--- src/rtl/conv_seq_ctrl.sv ---
// Sequencing controller for a 1-D convolution datapath: loads an N-sample frame into
// x memory, then walks the N-M+1 output positions driving tap addresses, accumulator control and y handshake.
module conv_seq_ctrl #(
    parameter int unsigned N  = 16,
    parameter int unsigned M  = 4,
    parameter int unsigned AX = 4,
    parameter int unsigned AF = 2
) (
    input  logic          clk,
    input  logic          reset,
    input  logic          s_valid_x,
    output logic          s_ready_x,
    output logic          wr_en_x,
    output logic [AX-1:0] addr_x,
    output logic [AF-1:0] addr_f,
    output logic          acc_clr,
    output logic          acc_en,
    output logic          m_valid_y,
    input  logic          m_ready_y,
    output logic          conv_done
);

    typedef enum logic [2:0] {LOAD, CLEAR, MAC, DRAIN, OUT} state_t;

    state_t        state, state_nxt;
    logic [AX-1:0] wcnt, wcnt_nxt;
    logic [AX-1:0] out_idx, out_idx_nxt;
    logic [AF-1:0] tap, tap_nxt;
    logic          acc_en_q;
    logic          load_hs;

    always_ff @(posedge clk or negedge reset) begin
        if (!reset) begin
            state    <= LOAD;
            wcnt     <= '0;
            out_idx  <= '0;
            tap      <= '0;
            acc_en_q <= 1'b0;
        end else begin
            state    <= state_nxt;
            wcnt     <= wcnt_nxt;
            out_idx  <= out_idx_nxt;
            tap      <= tap_nxt;
            // Memory read data arrives one cycle after the address, so enable lags MAC by one.
            acc_en_q <= (state == MAC);
        end
    end

    assign acc_en = acc_en_q;

    always_comb begin
        state_nxt   = state;
        wcnt_nxt    = wcnt;
        out_idx_nxt = out_idx;
        tap_nxt     = tap;
        s_ready_x   = 1'b0;
        wr_en_x     = 1'b0;
        load_hs     = 1'b0;
        addr_x      = '0;
        addr_f      = '0;
        acc_clr     = 1'b0;
        m_valid_y   = 1'b0;
        conv_done   = 1'b0;
        case (state)
            LOAD: begin
                // The reset state is LOAD, so ready is gated to stay low while reset is held.
                s_ready_x = reset;
                load_hs   = s_valid_x & reset;
                wr_en_x   = load_hs;
                addr_x    = wcnt;
                if (load_hs) begin
                    if (wcnt == AX'(N - 1)) begin
                        wcnt_nxt  = '0;
                        state_nxt = CLEAR;
                    end else begin
                        wcnt_nxt = wcnt + 1'b1;
                    end
                end
            end
            CLEAR: begin
                acc_clr   = 1'b1;
                tap_nxt   = '0;
                state_nxt = MAC;
            end
            MAC: begin
                addr_x = out_idx + AX'(tap);
                addr_f = tap;
                if (tap == AF'(M - 1)) begin
                    tap_nxt   = '0;
                    state_nxt = DRAIN;
                end else begin
                    tap_nxt = tap + 1'b1;
                end
            end
            DRAIN: begin
                state_nxt = OUT;
            end
            OUT: begin
                m_valid_y = 1'b1;
                if (m_ready_y) begin
                    if (out_idx == AX'(N - M)) begin
                        conv_done   = 1'b1;
                        out_idx_nxt = '0;
                        state_nxt   = LOAD;
                    end else begin
                        out_idx_nxt = out_idx + 1'b1;
                        state_nxt   = CLEAR;
                    end
                end
            end
            default: state_nxt = LOAD;
        endcase
    end

endmodule

--- config.mk ---
export PLATFORM = sky130hd
export DESIGN_NAME = conv_seq_ctrl
export DESIGN_NICKNAME = d
export VERILOG_FILES = /design/src/rtl/conv_seq_ctrl.sv
export SDC_FILE = /design/constraint.sdc
export NUM_CORES = 1
export LEC_CHECK = 0
export CORE_UTILIZATION = 51
export CTS_CLUSTER_SIZE = 28
export DETAILED_ROUTE_END_ITERATION = 7
export PLACE_DENSITY = 0.77
export SYNTH_ARGS = -nofsm -noshare
export SYNTH_HDL_FRONTEND = slang
export SYNTH_SLANG_ARGS = --single-unit
--- constraint.sdc ---
create_clock -name clk -period 2.75 [get_ports clk]
set_clock_uncertainty 0.15 [all_clocks]
set_input_delay 0.825 -clock clk [delete_from_list [all_inputs] [get_ports clk]]
set_output_delay 0.825 -clock clk [all_outputs]
set_load 0.05 [all_outputs]
==> tab_implementation.tex, run 1 <==
\begin{tabular}{lr}
\hline
Metric & Value \\
\hline
\multicolumn{2}{l}{\textbf{STA}} \\
\quad RSZ-0062 raised after global routing & true \\
\quad PnR worst setup slack & -0.157 ns \\
\quad Final number of hold-violating endpoints & 0 \\
\quad Final Cycle Share & 106\% \\
\quad Upper clock frequency limit & 0.344 GHz \\
\quad Setup violators final & 2 \\
\quad Relative slew slack & 61.0\% \\
\quad Time the final worst path needs with I/O delays and setup & 2.91 ns \\
\quad Hold\_ws & 0.457 ns \\
\quad Slew Limit Fails & 0 \\
\quad Pin slew with the least headroom to its limit & 0.586 ns \\
\multicolumn{2}{l}{\textbf{Route}} \\
\quad DRC violations left & 0 \\
\quad Number of detailed-route iterations in the first pass & 4 \\
\quad Total wire length & 2020 um \\
\quad Number of design-rule violations left by the first detailed-router iteration & 11 \\
\quad Vias post-DR & 816 \\
\quad Per-cell via count in the routed design & 5.55 \\
\quad Drt wl/cell & 13.8 um \\
\quad Number of nets with antenna violations after routing & 0 \\
\multicolumn{2}{l}{\textbf{Synth}} \\
\quad Number of synthesis warnings & 0 \\
\quad Syn Inst Count & 94 \\
\quad Syn\_area\_per\_cell & 9.81 um\^{}2 \\
\quad Number of register bits inferred by synthesis & 14 \\
\quad Top cell type by total area after synthesis & dfrtp\_1 \\
\quad Area fraction of the dominant cell type after synthesis & 38.0\% \\
\quad Adder-cell share of the synthesized area & 10.3\% \\
\quad Synthesized-area fraction occupied by ao, oa, aoi and oai cells & 17.0\% \\
\quad Dominant cells by area after synthesis & dfrtp\_1 (38\%), ha\_1 (8.1\%), o21ai\_0 (4.9\%), inv\_1 (3.3\%), nand2\_1 (2.8\%) \\
\quad Dominant combinational cell family by area after synthesis & simple AND/OR/NAND/NOR gates \\
\quad Number of library cell types mapped by synthesis & 34 \\
\quad Multiplexer share of the synthesized area & 4.61\% \\
\quad Parity-gate share of the synthesized area counting xor and xnor cells & 1.90\% \\
\quad Cell area after synthesis & 922 um\^{}2 \\
\quad Post-synth net total & 105 \\
\quad Proportion of synthesized chip area in sequential cells & 38.0\% \\
\quad Simple-Gate Fraction of Synth Area & 22.3\% \\
\multicolumn{2}{l}{\textbf{GRT}} \\
\quad Number of antenna violations at the first check in global routing & 0 \\
\quad Total GRT Usage & 23.0\% \\
\quad Met1 usage in global routing & 29.5\% \\
\quad Vias in the first global route & 731 \\
\quad M3 GR Usage & 4.49\% \\
\quad Gr ovfl total & 0 \\
\quad GRT met2 Usage & 36.5\% \\
\quad Pin count of the biggest net entering global routing & 16 \\
\quad Wire length of the first global-routing pass & 3200 um \\
\quad Most used routing layer & met2 \\
\multicolumn{2}{l}{\textbf{Floorplanning}} \\
\quad Die outline height & 44.5 um \\
\quad Area enclosed by the die boundary & 1980 um\^{}2 \\
\quad I/O pin count & 16 \\
\quad Core Region & 1710 um\^{}2 \\
\quad Num rows & 15 \\
\quad Starting density of the core & 54.0\% \\
\quad Die Width & 44.5 um \\
\multicolumn{2}{l}{\textbf{Finish}} \\
\quad Number of nets at the end of the flow & 135 \\
\quad Leading cell type in the layout, fill and taps excluded & buf\_4 \\
\quad Area grow syn2layout & 50.9\% \\
\quad Final standard cell utilization of the core & 81.5\% \\
\quad Commonest cells after routing, fill and taps aside & buf\_4 (14), dfrtp\_1 (11), buf\_12 (11) \\
\quad Fraction of layout cells with a size suffix above 1 & 40.2\% \\
\quad Number of inserted diodes & 0 \\
\multicolumn{2}{l}{\textbf{Job}} \\
\quad Number of max-cap violations & 0 \\
\multicolumn{2}{l}{\textbf{CTS}} \\
\quad Clock-pin transition on the worst setup and hold timing paths & 0.08 ns \\
\quad TritonCTS clock tree & built \\
\quad Max Root-Sink Buffers & 2 \\
\quad Depth of the CTS H-tree & 1 \\
\quad Root Driver & clkbuf\_4 \\
\quad Hold buffer count at CTS & 0 \\
\quad Number of buffers added by the clock tree synthesis step & 3 \\
\quad CTS sink count & 14 \\
\quad Latest clock arrival within the worst-skew pair & 0.27 ns \\
\multicolumn{2}{l}{\textbf{Worst setup path}} \\
\quad Master of the slowest instance on the critical path & dfrtp\_1 \\
\quad Required time reported for the critical path endpoint & 1.78 ns \\
\quad Worst Setup Start Kind & flop \\
\quad Classification of the worst setup path & reg -> out \\
\quad Kind of end point of the critical path & output port \\
\quad Worst endpoint data arrival time & 1.93 ns \\
\quad Worst-path maximum fanout & 2 \\
\quad Critical-path cell list & ha\_2, fa\_2, xnor2\_2, a2111oi\_4, buf\_12 \\
\quad Largest incremental delay on the critical path & 0.39 ns \\
\multicolumn{2}{l}{\textbf{Placement}} \\
\quad Final weighted congestion in routability-driven placement & 0.810 \\
\quad Sum of net half-perimeters after detailed placement & 1490 um \\
\quad Setup WS pre-CTS & -0.128 ns \\
\quad Buffers on Ports & 15 \\
\multicolumn{2}{l}{\textbf{Min path}} \\
\quad Worst min-delay path class & reg -> reg \\
\multicolumn{2}{l}{\textbf{Status}} \\
\quad Run status & complete, but fails checks \\
\quad Failing checks & setup timing \\
\hline
\end{tabular}
-- cells by family (layout without fill, tap and decap cells) --
group	Yosys count	in the layout
compound gates	23	23
xor+xnor	2	2
fa+ha+maj	7	7
buf+inv	12	40
flops	14	14
mux	4	4
simple gates	32	32
-- synthesized netlist by cell type, drive strengths merged --
| cell type | instances |
|---|---|
| fa | 1 |
| a2111oi | 2 |
| o21a | 1 |
| clkbuf | 1 |
| and2 | 2 |
| nand4bb | 1 |
| or3 | 2 |
| a31oi | 3 |
| nand3b | 1 |
| nor2 | 6 |
| and4bb | 1 |
| nor3b | 4 |
| nand4 | 1 |
| a22o | 2 |
| nor3 | 2 |
| nand3 | 4 |
| o21ai | 9 |
| a21o | 1 |
| ha | 6 |
| xnor2 | 2 |
| mux2 | 2 |
| o21bai | 1 |
| mux2i | 2 |
| a21oi | 2 |
| a41oi | 1 |
| a31o | 1 |
| dfrtp | 14 |
| buf | 3 |
| inv | 8 |
| nand2 | 7 |
| nor4b | 1 |
-- through the flow --
| step | instances | TNS, ns | area (um^2) |
|---|---|---|---|
| 5_1_grt | 147 | -0.465 | 1390 |
| 4_1_cts | 144 | -0.375 | 1360 |
| 2_1_floorplan | 94 | -0.263 | 968 |
| 3_5_place_dp | 140 | -0.349 | 1310 |
| 3_3_place_gp | 140 | -0.355 | 1310 |
| 6_report | 147 | -0.245 | 1390 |
-- metal layers --
metal | vias to the layer above | share of wire (%)
li1 | 394 | -
met1 | 399 | 44
met2 | 19 | 50
met3 | 4 | 4.5
met4 | 0 | 0.99
met5 | - | 0
-- worst paths after layout --
path	start	to	slack [ns]	cells past startpoint
setup / recovery	out_idx[0]$_DFFE_PN0P_	addr_x[2]	-0.16	5
hold / removal	wcnt[2]$_DFFE_PN0P_	wcnt[2]$_DFFE_PN0P_	0.46	1
setup reg to reg	out_idx[1]$_DFFE_PN0P_	state[0]$_DFFE_PN0P_	0.98	6
hold reg to reg	wcnt[2]$_DFFE_PN0P_	wcnt[2]$_DFFE_PN0P_	0.46	1
max in group asynchronous	reset	tap[1]$_DFFE_PN0P_	1.75	2
min in group asynchronous	reset	out_idx[2]$_DFFE_PN0P_	0.51	2
-- flip-flops by register name, summed over array words and instances, names as in the netlist --
register,count
acc_en,1
state,3
out_idx,4
wcnt,4
tap,2
-- worst max-delay path: cells and delay by family (launching register included) --
kind                       cells  cell delay (ns)
buffers and inverters          1             0.18
DFF                            1             0.39
xor gates and xnor gates       1             0.16
AOI/OAI and AO/OA              1             0.37
adders and majority gates      2             0.56
-- layout make-up --
class,instances,area (um^2)
flip-flops and latches,14,354
clock buffers,3,22.5
multi-input cells,68,587
well taps,25,31.3
inverters,8,33.8
repair buffers,29,363
fillers,105,317
-- repair_timing --
| action | 4_1_cts | 5_1_grt |
|---|---|---|
| setup buffers | 1 | 3 |
| pin swaps | 3 | 3 |
| gates resized for setup | 7 | 4 |
| endpoints found under the setup margin | 6 | 4 |
Power of run 1 is left out: the tool's default activity adds up to more than one toggle a clock period on the data nets, which glitch-free logic cannot reach.
==> inputs of run 2 (changes only) <==
Settings changed: CAP_MARGIN from default to 40.
==> results of run 2 <==
Same layout as run 1: the final DEF is identical, and so are final timing and power.
Power of run 2 is left out for the same reason.
==> inputs of run 3 (changes only) <==
Settings changed: CELL_PAD_IN_SITES_DETAIL_PLACEMENT from default to 0, CELL_PAD_IN_SITES_GLOBAL_PLACEMENT from default to 1, CORE_UTILIZATION 51 to 39.
==> run 3 against run 2 <==
Effect of this change: the flow still finishes with violations (setup timing); sequential cell count stayed put; utilization decreased by 18 points; sequential share of layout area shrank 0.091 points; via count is 1.8% lower; first-iteration DRC count shrank 18%; clock-buffer cell count rose by 1; routed wire length is 2.8% higher; maximum frequency decreased by 1.4%; critical path depth stayed put; die area grew 29%; critical path type unchanged.
==> tab_implementation.tex, run 3 (same netlist as run 1, synthesis figures left out) <==
\begin{tabular}{lr}
\hline
Metric & Value \\
\hline
\multicolumn{2}{l}{\textbf{Status}} \\
\quad Run status & complete, but fails checks \\
\quad Failing checks & setup timing \\
\multicolumn{2}{l}{\textbf{Finish}} \\
\quad Number of nets at the end of the flow & 134 (-0.74\%) \\
\quad Final standard cell utilization of the core & 63.1\% (-18 points) \\
\quad Fraction of layout cells with a size suffix above 1 & 39.3\% (-0.82 points) \\
\quad Leading cell type in the layout, fill and taps excluded & buf\_4 \\
\quad Largest regs & out\_idx: 4 flops, wcnt: 4 flops, state: 3 flops \\
\quad Number of cells in the finished layout apart from fillers & 150 (+2.0\%) \\
\quad Area grow syn2layout & 51.4\% \\
\quad Commonest cells after routing, fill and taps aside & buf\_4 (13), dfrtp\_1 (11), buf\_12 (11) \\
\quad Number of inserted diodes & 0 (unchanged) \\
\multicolumn{2}{l}{\textbf{Worst setup path}} \\
\quad Largest incremental delay on the critical path & 0.39 ns (about the same) \\
\quad Required time reported for the critical path endpoint & 1.78 ns (about the same) \\
\quad Classification of the worst setup path & reg -> out \\
\quad Worst endpoint data arrival time & 1.97 ns (+0.04 ns) \\
\quad Worst r2r path cells & 5 (-1) \\
\quad Reg-to-Reg Start & state[1]\$\_DFFE\_PN0P\_ \\
\quad Critical-path cell list & ha\_2, fa\_1, xnor2\_1, a2111oi\_4, buf\_12 \\
\quad Timing endpoint of the critical path & addr\_x[2] \\
\quad Dominant delay contributor by cell family on the critical path & adder cells \\
\quad FF-to-FF End & wcnt[0]\$\_DFFE\_PN0P\_ \\
\quad Buffer and inverter count on the worst path & 1 (unchanged) \\
\quad Worst-path maximum fanout & 2 (unchanged) \\
\quad Worst setup slack for register-to-register paths & 0.91 ns (-0.07 ns) \\
\quad Worst setup path startpoint & out\_idx[0]\$\_DFFE\_PN0P\_ \\
\quad Crit. path cell count & 5 (unchanged) \\
\quad Master of the slowest instance on the critical path & dfrtp\_1 \\
\quad Kind of end point of the critical path & output port \\
\quad Worst Setup Start Kind & flop \\
\multicolumn{2}{l}{\textbf{CTS}} \\
\quad Hold buffer count at CTS & 0 (unchanged) \\
\quad Root Driver & clkbuf\_4 \\
\quad TritonCTS clock tree & built \\
\quad Clock-pin transition on the worst setup and hold timing paths & 0.09 ns (about the same) \\
\quad Number of buffers added by the clock tree synthesis step & 3 (unchanged) \\
\quad Depth of the CTS H-tree & 1 (unchanged) \\
\quad CTS sink count & 14 (unchanged) \\
\quad Latest clock arrival within the worst-skew pair & 0.28 ns (about the same) \\
\quad Max Root-Sink Buffers & 2 (unchanged) \\
\multicolumn{2}{l}{\textbf{Placement}} \\
\quad Final weighted congestion in routability-driven placement & 0.781 (-3.6\%) \\
\quad Sum of net half-perimeters after detailed placement & 1600 um (+7.7\%) \\
\quad Buffers on Ports & 15 (unchanged) \\
\quad Number of cells after detailed placement & 143 (+2.1\%) \\
\multicolumn{2}{l}{\textbf{Floorplanning}} \\
\quad Starting density of the core & 41.7\% (-12 points) \\
\quad Die Width & 50.6 um (+14\%) \\
\quad Num rows & 17 (+2) \\
\quad Die outline height & 50.6 um (+14\%) \\
\quad Core Region & 2210 um\^{}2 (+30\%) \\
\quad Area enclosed by the die boundary & 2560 um\^{}2 (+29\%) \\
\quad I/O pin count & 16 (unchanged) \\
\multicolumn{2}{l}{\textbf{STA}} \\
\quad Pin slew with the least headroom to its limit & 0.579 ns (-0.00614 ns) \\
\quad Final Cycle Share & 107\% (+1.5 points) \\
\quad Slew Limit Fails & 0 (unchanged) \\
\quad PnR worst setup slack & -0.198 ns (-0.0408 ns) \\
\quad Upper clock frequency limit & 0.339 GHz (-1.4\%) \\
\quad Final number of hold-violating endpoints & 0 (unchanged) \\
\quad RSZ-0062 raised after global routing & true \\
\quad Time the final worst path needs with I/O delays and setup & 2.95 ns (+0.0408 ns) \\
\quad Relative slew slack & 61.4\% (+0.41 points) \\
\quad Hold\_ws & 0.452 ns (-0.00485 ns) \\
\quad Setup violators final & 2 (unchanged) \\
\multicolumn{2}{l}{\textbf{GRT}} \\
\quad Gr ovfl total & 0 (unchanged) \\
\quad Number of antenna violations at the first check in global routing & 0 (unchanged) \\
\quad Vias in the first global route & 853 (+17\%) \\
\quad Wire length of the first global-routing pass & 3720 um (+16\%) \\
\quad Pin count of the biggest net entering global routing & 16 (unchanged) \\
\quad Total GRT Usage & 19.5\% (-3.5 points) \\
\multicolumn{2}{l}{\textbf{Route}} \\
\quad Total wire length & 2080 um (+2.8\%) \\
\quad Number of detailed-route iterations in the first pass & 2 (-2) \\
\quad Number of nets with antenna violations after routing & 0 (unchanged) \\
\quad Vias post-DR & 801 (-1.8\%) \\
\quad DRC violations left & 0 (unchanged) \\
\quad Drt wl/cell & 13.9 um (+0.76\%) \\
\quad Per-cell via count in the routed design & 5.34 (-3.8\%) \\
\quad Number of design-rule violations left by the first detailed-router iteration & 9 (-2) \\
\multicolumn{2}{l}{\textbf{Min path}} \\
\quad Worst min-delay path class & reg -> reg \\
\quad Hold Path Stages & 1 (unchanged) \\
\multicolumn{2}{l}{\textbf{Job}} \\
\quad Number of max-cap violations & 0 (unchanged) \\
\hline
\end{tabular}
## run 3: area by class of cell
cell class	count	area [um^2]
clock buffer	4	36.3
fill	193	816
inverter	8	33.8
multi-input combinational	68	582
sequential	14	354
tap	28	35.0
timing repair buffer	28	355
## run 3: how the worst min path moves through the flow
stage | startpoint | endpoint | slack [ns]
floorplan | wcnt[2]$_DFFE_PN0P_ | wcnt[2]$_DFFE_PN0P_ | 0.37
global placement | wcnt[2]$_DFFE_PN0P_ | wcnt[2]$_DFFE_PN0P_ | 0.41
detailed placement | wcnt[1]$_DFFE_PN0P_ | wcnt[1]$_DFFE_PN0P_ | 0.44
CTS | wcnt[2]$_DFFE_PN0P_ | wcnt[2]$_DFFE_PN0P_ | 0.46
global route | reset | out_idx[0]$_DFFE_PN0P_ | 0.48
finish | wcnt[2]$_DFFE_PN0P_ | wcnt[2]$_DFFE_PN0P_ | 0.45
## run 3: routing by layer
| metal | wire (um) | track usage (%) |
|---|---|---|
| met5 | 0 | 0 |
| met3 | 66 | 5.45 |
| met4 | 13 | 2.78 |
| met2 | 1080 | 36.7 |
| met1 | 918 | 21.9 |
## run 3: timing repair
item                                    in CTS  in global routing
pin swaps                                    4                  1
hold endpoints to repair                     0                  0
cloned                                       0                  0
endpoints found under the setup margin       6                  3
resized for setup                           10                  1
buffers inserted                             3                  0
## run 3: metrics by stage
step | instance area (um^2) | setup TNS (ns) | setup slack [ns]
2_1_floorplan | 968 | -0.263 | -0.154
3_3_place_gp | 1310 | -0.308 | -0.108
3_5_place_dp | 1310 | -0.344 | -0.131
4_1_cts | 1400 | -0.319 | -0.221
5_1_grt | 1400 | -0.450 | -0.292
6_report | 1400 | -0.224 | -0.198
Power of run 3 is left out for the same reason.
